## src/rtl/decode_stage.sv

```systemverilog
// decode_stage: MIPS ID stage with IF/ID register, 32x32 register file and BEQ/BNE resolution
//   clk, rst            rising-edge clock, asynchronous active-high reset
//   stall, flush        hold / squash the IF/ID register (flush wins)
//   if_instruction,     instruction and PC+4 from fetch
//   if_pc_plus4
//   wb_we, wb_addr,     register-file write port from WB
//   wb_data
//   id_valid, id_instruction, id_pc_plus4        IF/ID register contents
//   opcode, funct, rs, rt, rd, shamt             decoded instruction fields
//   rs_data, rt_data    register reads with write-first bypass
//   imm_ext             zero-extended for ANDI/ORI/XORI, sign-extended otherwise
//   branch_target, pcsrc  branch address and taken flag returned to fetch
module decode_stage #(
    parameter int                DATA_W = 32,
    parameter int                REG_AW = 5,
    parameter logic [DATA_W-1:0] NOP    = '0
) (
    input  logic              clk,
    input  logic              rst,
    input  logic              stall,
    input  logic              flush,
    input  logic [DATA_W-1:0] if_instruction,
    input  logic [DATA_W-1:0] if_pc_plus4,
    input  logic              wb_we,
    input  logic [REG_AW-1:0] wb_addr,
    input  logic [DATA_W-1:0] wb_data,
    output logic              id_valid,
    output logic [DATA_W-1:0] id_instruction,
    output logic [DATA_W-1:0] id_pc_plus4,
    output logic [5:0]        opcode,
    output logic [5:0]        funct,
    output logic [REG_AW-1:0] rs,
    output logic [REG_AW-1:0] rt,
    output logic [REG_AW-1:0] rd,
    output logic [4:0]        shamt,
    output logic [DATA_W-1:0] rs_data,
    output logic [DATA_W-1:0] rt_data,
    output logic [DATA_W-1:0] imm_ext,
    output logic [DATA_W-1:0] branch_target,
    output logic              pcsrc
);
    logic              r_valid;
    logic [DATA_W-1:0] r_instr;
    logic [DATA_W-1:0] r_pc4;
    logic [DATA_W-1:0] r_rf [2**REG_AW];
    logic [15:0]       w_imm;
    logic              w_zext;

    always_ff @(posedge clk or posedge rst) begin
        if (rst) begin
            r_valid <= 1'b0;
            r_instr <= NOP;
            r_pc4   <= '0;
        end else if (flush) begin
            r_valid <= 1'b0;
            r_instr <= NOP;
            r_pc4   <= '0;
        end else if (!stall) begin
            r_valid <= 1'b1;
            r_instr <= if_instruction;
            r_pc4   <= if_pc_plus4;
        end
    end

    // Entry 0 is cleared on reset and never written, so it always reads zero.
    always_ff @(posedge clk or posedge rst) begin
        if (rst) begin
            for (int i = 0; i < 2**REG_AW; i++) r_rf[i] <= '0;
        end else if (wb_we && wb_addr != '0) begin
            r_rf[wb_addr] <= wb_data;
        end
    end

    assign id_valid       = r_valid;
    assign id_instruction = r_instr;
    assign id_pc_plus4    = r_pc4;
    assign opcode         = r_instr[31:26];
    assign rs             = r_instr[25:21];
    assign rt             = r_instr[20:16];
    assign rd             = r_instr[15:11];
    assign shamt          = r_instr[10:6];
    assign funct          = r_instr[5:0];
    assign w_imm          = r_instr[15:0];

    // Write-first bypass lets an instruction in ID see the value WB is writing this cycle.
    assign rs_data = (wb_we && wb_addr == rs && rs != '0) ? wb_data : r_rf[rs];
    assign rt_data = (wb_we && wb_addr == rt && rt != '0) ? wb_data : r_rf[rt];

    assign w_zext        = opcode == 6'h0C || opcode == 6'h0D || opcode == 6'h0E;
    assign imm_ext       = w_zext ? {{(DATA_W-16){1'b0}}, w_imm} : {{(DATA_W-16){w_imm[15]}}, w_imm};
    assign branch_target = r_pc4 + (imm_ext << 2);
    assign pcsrc         = r_valid && ((opcode == 6'h04 && rs_data == rt_data) ||
                                       (opcode == 6'h05 && rs_data != rt_data));
endmodule

```

## config.mk

```make
export PLATFORM = sky130hd
export DESIGN_NAME = decode_stage
export DESIGN_NICKNAME = d
export VERILOG_FILES = /design/src/rtl/decode_stage.sv
export SDC_FILE = /design/constraint.sdc
export NUM_CORES = 2
export LEC_CHECK = 0
export ABC_AREA = 1
export CAP_MARGIN = 20
export CORE_MARGIN = 5
export CORE_UTILIZATION = 30
export CTS_BUF_LIST = sky130_fd_sc_hd__clkbuf_8
export DETAILED_ROUTE_END_ITERATION = 6
export SLEW_MARGIN = 25
export SYNTH_ARGS = -nofsm -noshare
export SYNTH_HDL_FRONTEND = slang
export SYNTH_SLANG_ARGS = --single-unit
```

## constraint.sdc

```tcl
create_clock -name clk -period 65.5 [get_ports clk]
set_input_delay 19.65 -clock clk [delete_from_list [all_inputs] [get_ports clk]]
set_output_delay 19.65 -clock clk [all_outputs]
set_load 0.01 [all_outputs]
```

==> results.txt <==
Synth top area share = 0.442
async set-reset flop share out of synthesis = 1.00
DRC = 15
Max clock buf depth = 3
largest net degree at the start of global routing = 178
Synth area leaders = dfrtp_1 44%, nand2_1 20%, nand3_1 15%
fmax = 0.0225 GHz
first-pass GRT wire length = 399 mm
Post-DP Area = 65800 µm²
post-synth top area cell = dfrtp_1
Chip Height = 463 µm
Critical Path End Type = output port
Power Density = 29.4 nW/µm²
Worst Path Arrival = 24.85 ns
setup bufs post-CTS = 0
design area = 69700 µm²
Netlist cell types = 39
Setup TNS = 0 ns
Iter 0 DRT Violations = 9705
class of the worst hold path = flop to flop
vias in the first global route = 60300
CTS clk-pin slew, worst paths = 0.07 ns
core area = 205000 µm²
most instantiated cells after synthesis = 3291 x nand2_1, 1838 x nand3_1, 1089 x dfrtp_1, 924 x o21ai_0, 417 x clkbuf_1
endpoints failing hold = 0
RD Place Congestion = 0.875
CTS Buf Count = 191
post-detail-place hpwl = 146 mm
die width = 463 µm
failing checks = design-rule violations
CTS Sinks = 1089
CTS tree = built
Placed Cells = 11200
Util after Layout = 0.341
Max FO, Critical Path = 17
Max Cap Viol = 0
Worst Tran Pin Value = 1.28 ns
#FFs+latches synth = 1089
Final Net Count = 8830
port bufs = 331
DR pass1 iterations = 7
Layout fillers = 21600
Hold EP = r_rf[1003]
drt total wl = 271 mm
Synth Flop Type = dfrtp_1
drt wl/cell = 23.5 µm
outcome = finished, violations left
Synth-to-Final Area Change = 13.0%
H-tree Lvls = 4
worst-skew pair later-pin latency = 0.93 ns
min Tclk post-route = 44.50 ns
Final Setup Violations = 0
post-synthesis cell count = 8902
Post-synth EDFFs = 0
die area = 215000 µm²
hold buffers post-CTS = 0
cell leakage power = 0.0321 µW
Initial Util = 0.302
Rows = 166
share of cells above drive strength 1 = 0.0545
total number of vias = 64100
clock root buffer = clkbuf_8
Final ANT Viol Nets = 0
vias per cell = 5.56
Slew HR = 0.146
GRT Total Usage = 0.242
top-count cell post-synth = nand2_1
Seq/Total Area, Yosys = 0.442
WS Path Type = primary input to output port
reg-to-reg critical path startpoint = id_instruction[21]
Avg Cell Area, Syn = 6.93 µm²
RSZ-0062 raised after global routing = false
Max IR drop VDD = 23.4 µV
worst r2r dst = id_instruction[21]
R2R setup slack = 62.63 ns
Top Ports = 332
post-cts sizing count = 0
grt total ovfl = 0
Synth Net Count = 9038
Fin Clk Skew = 0 ns
critical path launch point type = primary input
Max Slew Vio Count = 0
final worst path period share = 0.679
Synth Cell Area = 61700 µm²
Hold Crit Depth = 0
filler-free cell count of the finished design = 11500
Data required, critical path = 45.85 ns
min-delay src = r_rf[1003]
Synthesis Warnings = 0
initial antenna violation count = 15
worst reg2reg path depth = 3
## per-layer routing
| metal | up-vias | GRT usage | part of all wire |
|---|---|---|---|
| met5 | - | 0 | 0.00036 |
| met4 | 14 | 0.114 | 0.049 |
| met3 | 790 | 0.0697 | 0.12 |
| met2 | 4067 | 0.366 | 0.43 |
| met1 | 30600 | 0.319 | 0.40 |
| li1 | 28700 | - | - |
## logic make-up after synthesis
| group | share of synthesized area |
|---|---|
| fa+ha+maj | 0.00621 |
| flops | 0.442 |
| buf+inv | 0.0763 |
| compound gates | 0.0987 |
| xor+xnor | 0.00412 |
| simple gates | 0.373 |
## through the flow
stage / total power (µW) / hold WS, ns / setup WS, ns
finish: 2050 / 0.400 / 21.00
global route: 2160 / 0.413 / 20.92
CTS: 2050 / 0.404 / 21.20
detailed placement: 1400 / 0.390 / 21.22
global placement: 1380 / 0.386 / 21.21
floorplan: 1220 / 0.445 / 15.19
## final cells by class
| cell class | count | area, µm² | share of cell area |
|---|---|---|---|
| flip-flops and latches | 1089 | 27300 | 0.391 |
| clock buffers | 238 | 3280 | 0.0470 |
| clock inverters | 103 | 624 | 0.00895 |
| diodes | 10 | 25.0 | 0.000359 |
| well taps | 2688 | 3360 | 0.0482 |
| inverters | 207 | 835 | 0.0120 |
| repair buffers | 444 | 4270 | 0.0612 |
| multi-input cells | 6761 | 30100 | 0.431 |
## sequential cells by signal, summed over array words and instances (netlist names)
name / cells
id_instruction: 32
r_rf: 1024
id_pc_plus4: 32
id_valid: 1
## placed cells by master, fill, tap and decap left out, types with 5 or more instances in the layout
master	instances
a21oi_1	257
a31oi_1	5
buf_12	7
buf_4	99
buf_6	7
clkbuf_8	238
clkdlybuf4s50_1	330
clkinv_1	5
clkinv_2	20
clkinvlp_4	5
dfrtp_1	1079
dfrtp_4	8
diode_2	10
ha_1	29
inv_1	232
inv_2	27
nand2_1	3263
nand2_4	24
nand3_1	1838
nand4_1	14
nor2_1	327
nor2_4	8
nor3_2	7
o21ai_0	924
o21ai_1	5
xnor2_1	9
xor2_1	20
## worst max path at each step
stage	from	endpoint	slack (ns)	cells past startpoint
finish	wb_we	pcsrc	21.00	21
global route	wb_we	pcsrc	20.92	21
CTS	wb_we	pcsrc	21.20	21
detailed placement	wb_we	pcsrc	21.22	21
global placement	wb_we	pcsrc	21.21	21
floorplan	rst	id_instruction[0]	15.19	1
## worst max-delay path, stage by stage
cell and delay [ns]:
clkdlybuf4s50_1 0.74, inv_1 0.24, a21oi_1 0.16, nand3_1 0.09, nor3_1 0.21, nand2_2 0.09, inv_2 0.61, buf_4 0.46
nand2_1 0.12, nand2_1 0.13, nand2_1 0.05, nand2_1 0.27, nand2_1 0.14, nor2_1 0.38, nand2_1 0.15, nor2_1 0.16
nand2_1 0.07, nand2_1 0.06, nand2_1 0.28, nor2_1 0.19, clkdlybuf4s50_1 0.56
## power breakdown
group | switching [µW] | total (µW) | internal [µW] | leakage, µW
logic | 318 | 498 | 181 | 0.0159
clock network | 310 | 653 | 343 | 0.00225
registers | 104 | 900 | 796 | 0.0140
total | 732 | 2050 | 1320 | 0.0321
Power figures use the tool's default switching activity.
